==> config.mk <==
export PLATFORM = sky130hd
export DESIGN_NAME = mult_unit
export DESIGN_NICKNAME = d
export VERILOG_FILES = /design/src/rtl/mult_pkg.sv /design/src/rtl/mult_iter.sv /design/src/rtl/mult_unit.sv
export SDC_FILE = /design/constraint.sdc
export NUM_CORES = 1
export LEC_CHECK = 0
export CAP_MARGIN = 40
export CORE_UTILIZATION = 40
export DETAILED_ROUTE_END_ITERATION = 8
export DONT_BUFFER_PORTS = 1
export MAX_ROUTING_LAYER = met4
export PLACE_DENSITY = 0.67
export SYNTH_ARGS = -nofsm -noshare
export SYNTH_HDL_FRONTEND = slang
export SYNTH_SLANG_ARGS = --single-unit
==> constraint.sdc <==
create_clock -name clk -period 9.5 [get_ports clk]
set_input_delay 1.9 -clock clk [delete_from_list [all_inputs] [get_ports clk]]
set_output_delay 1.9 -clock clk [all_outputs]
set_load 0.005 [all_outputs]
==> src/rtl/mult_pkg.sv <==
// Shared types and constants for the HI/LO multiply unit.
// Func encodings follow the MIPS SPECIAL and SPECIAL2 opcode tables.
package mult_pkg;

   typedef enum logic [1:0] {
      IDLE,
      CALC,
      FIN
   } state_t;

   typedef enum logic [1:0] {
      MC_MULT,
      MC_MADD,
      MC_MSUB,
      MC_MUL
   } op_class_t;

   localparam int ITER_COUNT = 32;

   // SPECIAL class (MULOp low)
   localparam logic [5:0] FUNC_MTHI  = 6'h11;
   localparam logic [5:0] FUNC_MTLO  = 6'h13;
   localparam logic [5:0] FUNC_MULT  = 6'h18;
   localparam logic [5:0] FUNC_MULTU = 6'h19;
   // SPECIAL2 class (MULOp high)
   localparam logic [5:0] FUNC_MADD  = 6'h00;
   localparam logic [5:0] FUNC_MADDU = 6'h01;
   localparam logic [5:0] FUNC_MUL   = 6'h02;
   localparam logic [5:0] FUNC_MSUB  = 6'h04;
   localparam logic [5:0] FUNC_MSUBU = 6'h05;

   // 0x80000000 maps onto itself, which is exactly the unsigned magnitude.
   function automatic logic [31:0] abs32(input logic [31:0] v);
      return v[31] ? (~v + 32'd1) : v;
   endfunction

endpackage

==> src/rtl/mult_iter.sv <==
// Unsigned shift-add multiplier over operands latched on load.
// With MULT_SINGLE_CYCLE_EN the product is formed in one step at load.
module mult_iter #(
   parameter int WIDTH = 32
) (
   input  logic               clk,
   input  logic               rst,
   input  logic               i_load,
   input  logic               i_step,
   input  logic [WIDTH-1:0]   i_a,
   input  logic [WIDTH-1:0]   i_b,
   output logic [2*WIDTH-1:0] o_prod
);

`ifdef MULT_SINGLE_CYCLE_EN
   logic [2*WIDTH-1:0] r_acc;
   logic               w_unused_step;

   assign w_unused_step = i_step;

   always_ff @(posedge clk or posedge rst) begin
      if (rst) begin
         r_acc <= '0;
      end else if (i_load) begin
         r_acc <= {{WIDTH{1'b0}}, i_a} * {{WIDTH{1'b0}}, i_b};
      end
   end
`else
   logic [2*WIDTH-1:0] r_mcand;
   logic [WIDTH-1:0]   r_mplier;
   logic [2*WIDTH-1:0] r_acc;

   // One multiplier bit per step, LSB first, multiplicand shifting left.
   always_ff @(posedge clk or posedge rst) begin
      if (rst) begin
         r_mcand  <= '0;
         r_mplier <= '0;
         r_acc    <= '0;
      end else if (i_load) begin
         r_mcand  <= {{WIDTH{1'b0}}, i_a};
         r_mplier <= i_b;
         r_acc    <= '0;
      end else if (i_step) begin
         if (r_mplier[0]) r_acc <= r_acc + r_mcand;
         r_mcand  <= r_mcand << 1;
         r_mplier <= r_mplier >> 1;
      end
   end
`endif

   assign o_prod = r_acc;

endmodule

==> src/rtl/mult_unit.sv <==
// Execute-stage multiply unit owning HI/LO; 33-cycle iterative by default,
// single-cycle when MULT_SINGLE_CYCLE_EN is defined.
module mult_unit
   import mult_pkg::*;
#(
   parameter int WIDTH = 32
) (
   input  logic             clk,
   input  logic             rst,
   input  logic             Start,
   input  logic             MULOp,
   input  logic [5:0]       Func,
   input  logic [WIDTH-1:0] A,
   input  logic [WIDTH-1:0] B,
   output logic [WIDTH-1:0] Hi,
   output logic [WIDTH-1:0] Lo,
   output logic [WIDTH-1:0] MulOut,
   output logic             MulValid,
   output logic             Busy,
   output state_t           o_dbg_state
);

   state_t             r_state;
   logic [4:0]         r_cnt;
   op_class_t          r_class;
   logic               r_neg;
   logic [WIDTH-1:0]   r_hi, r_lo, r_mulout;
   logic               r_mulvalid, r_busy;

   logic               w_is_mul, w_signed, w_mthi, w_mtlo, w_accept, w_neg;
   op_class_t          w_class;
   logic [WIDTH-1:0]   w_op_a, w_op_b;
   logic [2*WIDTH-1:0] w_prod, w_prod_s, w_hilo;

   always_comb begin
      w_is_mul = 1'b0;
      w_signed = 1'b0;
      w_mthi   = 1'b0;
      w_mtlo   = 1'b0;
      w_class  = MC_MULT;
      if (!MULOp) begin
         case (Func)
            FUNC_MULT:  begin w_is_mul = 1'b1; w_signed = 1'b1; end
            FUNC_MULTU: w_is_mul = 1'b1;
            FUNC_MTHI:  w_mthi = 1'b1;
            FUNC_MTLO:  w_mtlo = 1'b1;
            default:    ;
         endcase
      end else begin
         case (Func)
            FUNC_MADD:  begin w_is_mul = 1'b1; w_signed = 1'b1; w_class = MC_MADD; end
            FUNC_MADDU: begin w_is_mul = 1'b1; w_class = MC_MADD; end
            FUNC_MSUB:  begin w_is_mul = 1'b1; w_signed = 1'b1; w_class = MC_MSUB; end
            FUNC_MSUBU: begin w_is_mul = 1'b1; w_class = MC_MSUB; end
            FUNC_MUL:   begin w_is_mul = 1'b1; w_signed = 1'b1; w_class = MC_MUL; end
            default:    ;
         endcase
      end
   end

   assign w_accept = Start && !r_busy && (r_state == IDLE);
   assign w_neg    = w_signed && (A[WIDTH-1] ^ B[WIDTH-1]);
   assign w_op_a   = w_signed ? abs32(A) : A;
   assign w_op_b   = w_signed ? abs32(B) : B;

   mult_iter #(.WIDTH(WIDTH)) u_iter (
      .clk    (clk),
      .rst    (rst),
      .i_load (w_accept && w_is_mul),
      .i_step (r_state == CALC),
      .i_a    (w_op_a),
      .i_b    (w_op_b),
      .o_prod (w_prod)
   );

   assign w_prod_s = r_neg ? (~w_prod + 64'd1) : w_prod;
   assign w_hilo   = {r_hi, r_lo};

   always_ff @(posedge clk or posedge rst) begin
      if (rst) begin
         r_state    <= IDLE;
         r_cnt      <= '0;
         r_class    <= MC_MULT;
         r_neg      <= 1'b0;
         r_hi       <= '0;
         r_lo       <= '0;
         r_mulout   <= '0;
         r_mulvalid <= 1'b0;
         r_busy     <= 1'b0;
      end else begin
         r_mulvalid <= 1'b0;
         case (r_state)
            IDLE: begin
               if (w_accept) begin
                  if (w_is_mul) begin
                     r_class <= w_class;
                     r_neg   <= w_neg;
                     r_busy  <= 1'b1;
                     r_cnt   <= '0;
`ifdef MULT_SINGLE_CYCLE_EN
                     r_state <= FIN;
`else
                     r_state <= CALC;
`endif
                  end else if (w_mthi) begin
                     r_hi <= A;
                  end else if (w_mtlo) begin
                     r_lo <= A;
                  end
               end
            end
            CALC: begin
               r_cnt <= r_cnt + 5'd1;
               if (r_cnt == 5'(ITER_COUNT - 1)) r_state <= FIN;
            end
            FIN: begin
               case (r_class)
                  MC_MULT: {r_hi, r_lo} <= w_prod_s;
                  MC_MADD: {r_hi, r_lo} <= w_hilo + w_prod_s;
                  MC_MSUB: {r_hi, r_lo} <= w_hilo - w_prod_s;
                  MC_MUL: begin
                     r_mulout   <= w_prod_s[WIDTH-1:0];
                     r_mulvalid <= 1'b1;
                  end
                  default: ;
               endcase
               r_busy  <= 1'b0;
               r_cnt   <= '0;
               r_state <= IDLE;
            end
            default: r_state <= IDLE;
         endcase
      end
   end

   assign Hi          = r_hi;
   assign Lo          = r_lo;
   assign MulOut      = r_mulout;
   assign MulValid    = r_mulvalid;
   assign Busy        = r_busy;
   assign o_dbg_state = r_state;

endmodule

==> impl.org, run 1 <==
** Synth
- Synthesis produced a netlist with a net count of approximately 3700.
- Of all flip-flops after synthesis, the portion carrying an async set or reset was 1.00.
- Ranked by total cell area, the synthesized netlist is headed by sky130_fd_sc_hd__dfrtp_1, sky130_fd_sc_hd__ha_1, sky130_fd_sc_hd__nand2_1.
- Syn Std Cell Area :: 25500 µm²
- Synthesized instance count :: roughly 3400
- During synthesis, Yosys emitted a total of 0 warnings.
- Post-synthesis sequential area ratio :: 0.263
- Of the post-synthesis cell area, the dominant cell type holds 0.263.
- Summed over all instances, the cell type with the most area after synthesis is sky130_fd_sc_hd__dfrtp_1.
- Post-synth EDFFs :: 0
- Synthesis inferred roughly 270 register bits.
- Most used DFF post-synth :: sky130_fd_sc_hd__dfrtp_1
- Synthesized area per cell :: approximately 7.5 µm²
- Yosys instantiated no cell more often than sky130_fd_sc_hd__nand2_1.
- The commonest cells after synthesis are sky130_fd_sc_hd__nand2_1, sky130_fd_sc_hd__a21oi_1, sky130_fd_sc_hd__o21ai_0.
- Post-synthesis cell type count :: 85

** Timing
- The max-slew violation count was 0.
- Across all hold checks on the routed design, the worst slack comes to ~0.49 ns.
- Worst Clk Skew :: 0.0237 ns
- At the pin with the least slew margin, the transition time is just over 0.9 ns.
- Number of setup violations in the final report :: 0
- After layout, the worst setup slack is about 2.2 ns.
- Peak Freq :: 0.136 GHz
- Setup repair after global routing missed its margin :: no
- Final hold violation count :: 0
- Counting I/O delays and the setup requirement, the final critical path takes 7.35 ns.
- Remaining max-slew budget at the tightest pin :: 0.392
- Post-route setup TNS :: 0 ns
- Tcrit/Tclk final :: 0.773

** Setup path
- The most critical setup path has its startpoint at u_iter.o_prod[4].
- The critical path crosses 21 cells after its start point.
- The worst register-to-register path ends at Hi[28].
- Cell repeated most along the worst path :: sky130_fd_sc_hd__a221oi_1
- Worst path top cell family by delay :: compound AO/OA/AOI/OAI gates
- Req. time, crit path :: 9.96 ns
- The worst register-to-register path begins at u_iter.o_prod[4].
- Worst reg-to-reg setup slack :: around 2.2 ns
- Standard cell with the maximum stage delay on the critical path :: sky130_fd_sc_hd__a2111oi_0
- Together, buffers and inverters on the worst path number 1.
- Crit path capture type :: flip-flop
- The most critical setup path has its endpoint at Hi[28].
- Data arrival time of the critical path :: 7.80 ns
- The worst setup path is launched from a flip-flop.
- Crit-path max cell delay :: between 0.6 and 0.7 ns
- Register-to-Register Path Depth :: 21
- Maximum fanout along the worst path :: 9
- Worst Path Class, Setup :: flip-flop to flip-flop
- The signal on the critical path passes through nor4_2 -> or3b_1 -> or4b_1 -> or4_4 -> nand2b_4 -> o31ai_1 -> xor2_1 -> inv_1 -> ha_1 -> a21oi_1 -> o21bai_1 -> a2111oi_0 -> o211ai_1 -> a221oi_1 -> nor3_1 -> a221oi_1 -> o21bai_1 -> a31oi_1 -> xnor2_1 -> a221oi_1 -> o21ai_0.

** Drt
- DRT antenna net count :: 0
- Total wirelength of the detailed-routed design :: between 90000 and 100000 µm
- Count of vias placed by the detailed router :: around 26000
- Wire length per cell :: 23.0 µm
- Initial drt markers :: roughly 2700
- Detailed-route vias per instance :: between 6 and 7
- Number of iterations in the first detailed-routing pass :: 6
- Post-route DRC :: 0

** Clock tree
- Worst-path clk slew :: 0.06 ns
- The H-tree generated during clock tree synthesis spans 2 levels.
- TritonCTS built the clock tree.
- Total CTS buffers :: 37
- TritonCTS Sinks :: around 270
- At the later pin of the worst-skew pair, clock insertion delay measures around 0.58 ns.
- Cell at the root of the clock tree :: sky130_fd_sc_hd__clkbuf_16
- Resize count post-CTS :: 0
- The number of hold buffers added after CTS was 0.
- Maximum buffer depth of the clock tree :: 3
- Post-CTS repair timing setup buffer count :: 0

** Die
- After floorplanning, the core was divided into slightly above 90 placement rows.
- Count of pins on the block boundary :: ~170
- Measured along the y axis, the die boundary spans 254 µm.
- Area inside the core boundary :: 63000 µm²
- Starting density of the core :: 0.404
- The floorplan step set the die width to about 250 µm.
- Die area :: approximately 65000 µm²

** Placement
- In this run, placement finished with an instance count of 4092.
- Detailed placement finished with a half-perimeter wire length of about 72000 µm.
- Buffers placed on the I/O ports in this run total 0.
- Global placement routability congestion :: approximately 1.0
- At the placement stage, the worst setup path has a slack of around 2.2 ns.
- Cell area after placement :: between 20000 and 30000 µm²

** Finish
- Final standard cell area without fillers :: about 27000 µm²
- Storage element area :: 6710 µm²
- Final nets :: roughly 3600
- After the flow finishes, the layout carries non-filler instances totaling just over 4000.
- Total area of multi-input combinational cells :: 17400 µm²
- Fraction of layout cells with a size suffix above 1 :: 0.0474
- Final core utilization :: 0.436
- Signed area change from the synthesized netlist to the final layout :: 7.87%
- The filler cells instantiated in the layout total about 6400.

** Global route
- Wire length of the first global-routing pass :: 145000 µm
- Total routing usage reported by global routing :: 0.299
- Number of global-route vias before repair :: 23246
- Entering global routing, the biggest net connects 162 pins.
- Summed over all layers, the global routing overflow is 0.
- The number of antenna violations at the first check in global routing was 2.

** Pwr
- IR analysis of the VDD net gives a maximum drop of roughly 0.00012 V.
- For this design the static power due to leakage is around 12 nW.
- PwrDens :: around 300 nW/µm²
- PnR Total Power :: 8.17 mW
- The share of total power dissipated in the clock network is 0.183.
- Summed over all nets, the switching power comes to just over 4 mW.
- Part of the total power dissipated in sequential elements :: 0.249
- The internal power of the cells totals between 4 and 5 mW.
- Of the total power, combinational logic draws 0.568.
- Of the total power, the share spent switching nets is 0.500.

** Hold path
- Worst hold path class :: flip-flop to flip-flop

** Flow run
- Across the run, the number of max-cap violations was 0.

** Status
- The flow ran to the end, and the final reports show no timing, DRC or antenna violations.
==> state kept, by name, summed over array words and instances (netlist names) <==
signal	count
Busy	1
Hi	32
Lo	32
MulOut	32
MulValid	1
o_dbg_state	2
r_class	2
r_cnt	5
r_neg	1
u_iter.o_prod	64
u_iter.r_mcand	64
u_iter.r_mplier	32
==> placed cells by master (no fill, tap or decap), types with 34 or more instances in the layout <==
cell type / instances
sky130_fd_sc_hd__xnor2_1: 143
sky130_fd_sc_hd__o31ai_1: 64
sky130_fd_sc_hd__buf_4: 34
sky130_fd_sc_hd__nor3_1: 54
sky130_fd_sc_hd__xor2_1: 100
sky130_fd_sc_hd__o21bai_1: 51
sky130_fd_sc_hd__nor4_1: 34
sky130_fd_sc_hd__ha_1: 209
sky130_fd_sc_hd__o21ai_0: 287
sky130_fd_sc_hd__dfrtp_1: 267
sky130_fd_sc_hd__a31oi_1: 86
sky130_fd_sc_hd__nor2_1: 274
sky130_fd_sc_hd__clkbuf_16: 37
sky130_fd_sc_hd__a221oi_1: 41
sky130_fd_sc_hd__nand2_1: 492
sky130_fd_sc_hd__a21o_1: 54
sky130_fd_sc_hd__a211oi_1: 39
sky130_fd_sc_hd__a21oi_1: 329
sky130_fd_sc_hd__inv_1: 171
sky130_fd_sc_hd__nand3_1: 67
==> worst min path at each step <==
stage,from,endpoint,slack (ns),cells after the start
floorplan,u_iter.r_mplier[31],u_iter.r_mplier[31],0.46,2
finish,u_iter.r_mplier[31],u_iter.r_mplier[31],0.49,2
global route,u_iter.r_mplier[31],u_iter.r_mplier[31],0.51,2
global placement,u_iter.r_mplier[1],u_iter.r_mplier[0],0.48,2
CTS,u_iter.r_mplier[31],u_iter.r_mplier[31],0.50,2
detailed placement,u_iter.r_mplier[31],u_iter.r_mplier[31],0.48,2
==> kinds of logic (layout without fill, tap and decap cells) <==
| group | count (synthesis) | in the layout | synth area share |
|---|---|---|---|
| flops | 268 | 268 | 0.263 |
| buf+inv | 376 | 281 | 0.0555 |
| xor+xnor | 243 | 243 | 0.0836 |
| fa+ha+maj | 215 | 215 | 0.107 |
| simple gates | 1126 | 1126 | 0.200 |
| mux | 6 | 6 | 0.00246 |
| other cells | 0 | 1 | 0 |
| compound gates | 1172 | 1172 | 0.289 |
==> area by class of cell <==
type                       count  share of cell area
timing repair buffer          40              0.0132
antenna                        1           0.0000911
multi-input combinational   2762               0.633
sequential                   268               0.244
tap                          846              0.0385
clock buffer                  46              0.0368
clock inverter                19             0.00947
inverter                     176              0.0243
==> worst min-delay path, cell delays in order (launching register included) <==
cell,delay (ns)
sky130_fd_sc_hd__dfrtp_1,0.34
sky130_fd_sc_hd__nand3_1,0.06
sky130_fd_sc_hd__nand2_1,0.05
==> routing by layer <==
| metal | share of wire | global-route usage |
|---|---|---|
| met1 | 0.44 | 0.405 |
| met2 | 0.43 | 0.438 |
| met3 | 0.095 | 0.0609 |
| met4 | 0.038 | 0.110 |
| met5 | 0 | - |
==> power groups by stage <==
stage / clock (mW) / combinational, mW / sequential (mW)
after global placement: 0 / 4.49 / 2.03
after CTS: 1.51 / 4.53 / 2.02
after floorplan: 0 / 3.41 / 1.84
final: 1.49 / 4.64 / 2.03
after detailed placement: 0 / 4.51 / 2.04
after global routing: 1.55 / 5.08 / 2.09
(Power assumes the default switching activity.)
==> run 2, diff against run 1 <==
==> constraint.sdc (replaced) <==
create_clock -name clk -period 6.4 [get_ports clk]
set_input_delay 1.28 -clock clk [delete_from_list [all_inputs] [get_ports clk]]
set_output_delay 1.28 -clock clk [all_outputs]
set_load 0.005 [all_outputs]
==> run 2 against run 1 <==
First-iteration DRC count up 0.62%. Sequential share of layout area shrank 1.1 points. Critical path depth up 2. Non-clock buffer count increased by 138. Largest cell class unchanged. Largest power group unchanged. Highest routed layer unchanged.
==> impl.org, run 2 (synthesis gave the netlist of run 1 again) <==
** Timing
- The max-slew violation count came to 0 (unchanged).
- Remaining max-slew budget at the tightest pin :: 0.312 (was 0.392)
- Setup repair after global routing missed its margin :: yes (was no)
- Tmin final :: 6.15 ns (was 7.35 ns)
- The final setup skew was 0.0344 ns (was 0.0237 ns).
- The count of final hold-check violations is 0 (unchanged).
- The upper clock frequency limit came to 0.163 GHz (was 0.136 GHz).
- Slew @ Worst Pin :: 1.03 ns (was 0.912 ns)
- Number of setup violations in the final report :: 0 (unchanged)
- The part of the cycle the worst path needs came to 0.961 (was 0.773).

** Drt
- The DRC violation count after routing came to 0 (unchanged).
- The routed via count divided by cell count came to 6.11 (was 6.13).
- Wire length per cell :: 23.1 µm (was 23.0 µm)
- The wire length reported by the detailed router is 99200 µm (was 95600 µm).
- Number of iterations in the first detailed-routing pass :: 7 (was 6)
- The remaining antenna violation count came to 0 (unchanged).
- The detailed-route via count was 26257 (was 25501).
- The DRC violation total after the first TritonRoute iteration is 2764 (was 2747).

** Finish
- Post-route non-filler standard cell count :: 4297 (was 4158)
- Commonest cells after routing, fill and taps aside: sky130_fd_sc_hd__nand2_1, sky130_fd_sc_hd__a21oi_1, sky130_fd_sc_hd__o21ai_0 (unchanged).
- Fraction of layout cells with a size suffix above 1 :: 0.0928 (was 0.0474)
- The post-route core utilization is 0.456 (was 0.436).
- The area growth from synthesis to final layout was 12.8% (was 7.87%).
- Final nets :: 3711 (was 3574)
- Final standard cell area without fillers :: 28700 µm² (was 27500 µm²)
- The most frequent standard cell in the layout excluding fill and tap cells is sky130_fd_sc_hd__nand2_1 (unchanged).
- Filler Cells Inserted :: 6372 (was 6433)

** Clock tree
- The count of hold-fix buffers inserted at cts was 0 (unchanged).
- TritonCTS Sinks :: 268 (unchanged)
- Number of levels the H-tree was split into :: 2 (unchanged)
- The clock latency reported for the late side of the worst-skew pair was 0.59 ns (was 0.58 ns).
- Total CTS buffers :: 36 (was 37)
- The cell chosen for the clock root is sky130_fd_sc_hd__clkbuf_16 (unchanged).
- The TritonCTS clock tree is built (unchanged).
- The CTS clock-pin slew for the worst setup and hold paths was 0.06 ns (about the same).
- The maximum buffer depth of the clock tree was 3 (unchanged).

** Global route
- Total routing usage reported by global routing :: 0.309 (was 0.299)
- The number of antenna violations at the first check in global routing is 5 (was 2).
- The maximum number of pins on one net before global-route repair is 165 (was 162).
- The global-route wire length before repair was 149000 µm (was 145000 µm).
- Number of global-route vias before repair :: 24164 (was 23246)
- Sum of overflow across all layers after global routing :: 0 (unchanged)

** Die
- The count of standard-cell rows was 92 (unchanged).
- The overall die width is 254 µm (unchanged).
- Die boundary height :: 254 µm (unchanged)
- Area inside the core boundary :: 63000 µm² (unchanged)
- The top-level port count came to 174 (unchanged).
- The starting density of the core is 0.404 (unchanged).
- The floorplan die area came to 64700 µm² (unchanged).

** Hold path
- The instance count along the most critical hold path came to 2 (unchanged).
- The type of the worst min-delay path is flip-flop to flip-flop (unchanged).

** Setup path
- Cell-by-cell trace of the critical path :: nor4_2 -> or3b_1 -> or3_1 -> nand2b_2 -> or4_1 -> o31ai_1 -> xor2_1 -> inv_1 -> ha_1 -> buf_4 -> nand2_1 -> o21a_1 -> o21ai_0 -> a221oi_1 -> or3_1 -> o211ai_1 -> buf_4 -> a31oi_1 -> or3_1 -> and2_1 -> o21a_1 -> and2_1 -> o211a_1 (was nor4_2 -> or3b_1 -> or4b_1 -> or4_4 -> nand2b_4 -> o31ai_1 -> xor2_1 -> inv_1 -> ha_1 -> a21oi_1 -> o21bai_1 -> a2111oi_0 -> o211ai_1 -> a221oi_1 -> nor3_1 -> a221oi_1 -> o21bai_1 -> a31oi_1 -> xnor2_1 -> a221oi_1 -> o21ai_0)
- The worst endpoint data arrival time came to 6.62 ns (was 7.80 ns).
- The type of the setup path with the least slack was flip-flop to flip-flop (unchanged).
- Standard cell with the maximum stage delay on the critical path :: sky130_fd_sc_hd__or4_1 (was sky130_fd_sc_hd__a2111oi_0)
- Crit-path max cell delay :: 0.55 ns (was 0.65 ns)
- Maximum fanout along the worst path :: 7 (was 9)
- Cell repeated most along the worst path :: sky130_fd_sc_hd__or3_1 (was sky130_fd_sc_hd__a221oi_1)
- Register-to-Register Path Depth :: 23 (was 21)
- The type of origin of the critical path is a flip-flop (unchanged).
- The category of the worst setup path capture point is a flip-flop (unchanged).
- The critical path data required time is 6.87 ns (was 9.96 ns).

** Placement
- The weighted congestion reported at the end of routability-driven placement was 1.05 (was 1.04).
- Cell area after placement :: 27200 µm² (was 26200 µm²)
- The detailed placer's ending HPWL is 75200 µm (was 72000 µm).
- The number of cells in the design after placement was 4226 (was 4092).
- The count of buffers inserted at the top-level ports is 0 (unchanged).

** Pwr
- The net switching power came to 6.25 mW (was 4.08 mW).
- Worst supply voltage drop on vdd :: 0.000177 V (was 0.000125 V)
- Internal Pwr Total :: 6.50 mW (was 4.09 mW)
- The fraction of power consumed by sequential logic is 0.235 (was 0.249).
- The total leakage power came to 12.7 nW (was 12.0 nW).
- The fraction of power consumed by combinational cells is 0.592 (was 0.568).
- Net Sw Frac :: 0.490 (was 0.500)
- Clk pwr share :: 0.173 (was 0.183)
- The power density over the cells came to 444 nW/µm² (was 297 nW/µm²).

** Status
- Status :: completed (unchanged)

** Flow run
- Max Cap Violations :: 0 (unchanged)
-- run 2: cell types whose count changed in the layout (fill, tap and decap cells not counted), moves of 4 or more --
cell	delta
sky130_fd_sc_hd__buf_4	+136
sky130_fd_sc_hd__clkbuf_1	+4
sky130_fd_sc_hd__clkbuf_8	+4
sky130_fd_sc_hd__nor4_1	-4
sky130_fd_sc_hd__o31ai_1	-4
sky130_fd_sc_hd__o41ai_1	-4
sky130_fd_sc_hd__o41ai_2	+4
-- run 2: area by class of cell --
class | instances | area [µm²] | area share
multi-input combinational | 2762 | 17600 | 0.613
sequential | 268 | 6710 | 0.234
timing repair buffer | 178 | 1430 | 0.0497
tap | 846 | 1060 | 0.0369
clock buffer | 53 | 1050 | 0.0367
inverter | 176 | 664 | 0.0231
clock inverter | 12 | 203 | 0.00706
antenna | 2 | 5.00 | 0.000174
-- run 2: power by group through the flow --
stage	sequential, mW	clock [mW]	combinational, mW
3_5_place_dp	2.98	0	7.23
4_1_cts	2.96	2.24	7.27
6_report	2.99	2.21	7.54
5_1_grt	3.06	2.31	8.22
2_1_floorplan	2.73	0	5.06
3_3_place_gp	2.98	0	7.17
-- run 2: through the flow --
stage	worst slack [ns]	power (mW)	TNS, ns	hold slack [ns]
5_1_grt	-0.0554	13.6	-0.156	0.522
6_report	0.250	12.7	0	0.488
2_1_floorplan	0.459	7.79	0	0.460
3_5_place_dp	-0.118	10.2	-0.177	0.479
3_3_place_gp	-0.0883	10.2	-0.107	0.471
4_1_cts	0.0119	12.5	0	0.492
-- run 2: timing repair --
action | in CTS | in global routing
endpoints found under the setup margin | 3 | 22
gates resized for setup | 5 | 31
pin swaps | 0 | 5
buffers inserted | 0 | 4
-- run 2: path summary, 6_finish.rpt --
check | startpoint | end | slack [ns]
max | u_iter.o_prod[6] | Hi[25] | 0.25
max reg2reg | u_iter.o_prod[6] | Hi[25] | 0.25
max in group asynchronous | rst | r_class[1] | 4.30
min in group asynchronous | rst | u_iter.r_mplier[8] | 0.56
min | u_iter.r_mplier[31] | u_iter.r_mplier[31] | 0.49
min reg2reg | u_iter.r_mplier[31] | u_iter.r_mplier[31] | 0.49
-- run 2: layer usage --
layer	wire [µm]	vias to the layer above	share of wire	GRT usage
li1	-	12244	-	-
met1	44100	12517	0.44	0.425
met2	40900	1283	0.41	0.436
met3	9900	213	0.10	0.0641
met4	4330	0	0.044	0.127
met5	0	-	0	-
-- run 2: critical path: cells and delay by family (launching register included) --
kind | cells | cell delay [ns]
AO/OA/AOI/OAI | 8 | 1.37
buffers and inverters | 3 | 0.44
flip-flops | 1 | 0.39
AND/OR/NAND/NOR | 10 | 3.23
adder cells (fa/ha/maj) | 1 | 0.33
XOR/XNOR | 1 | 0.32
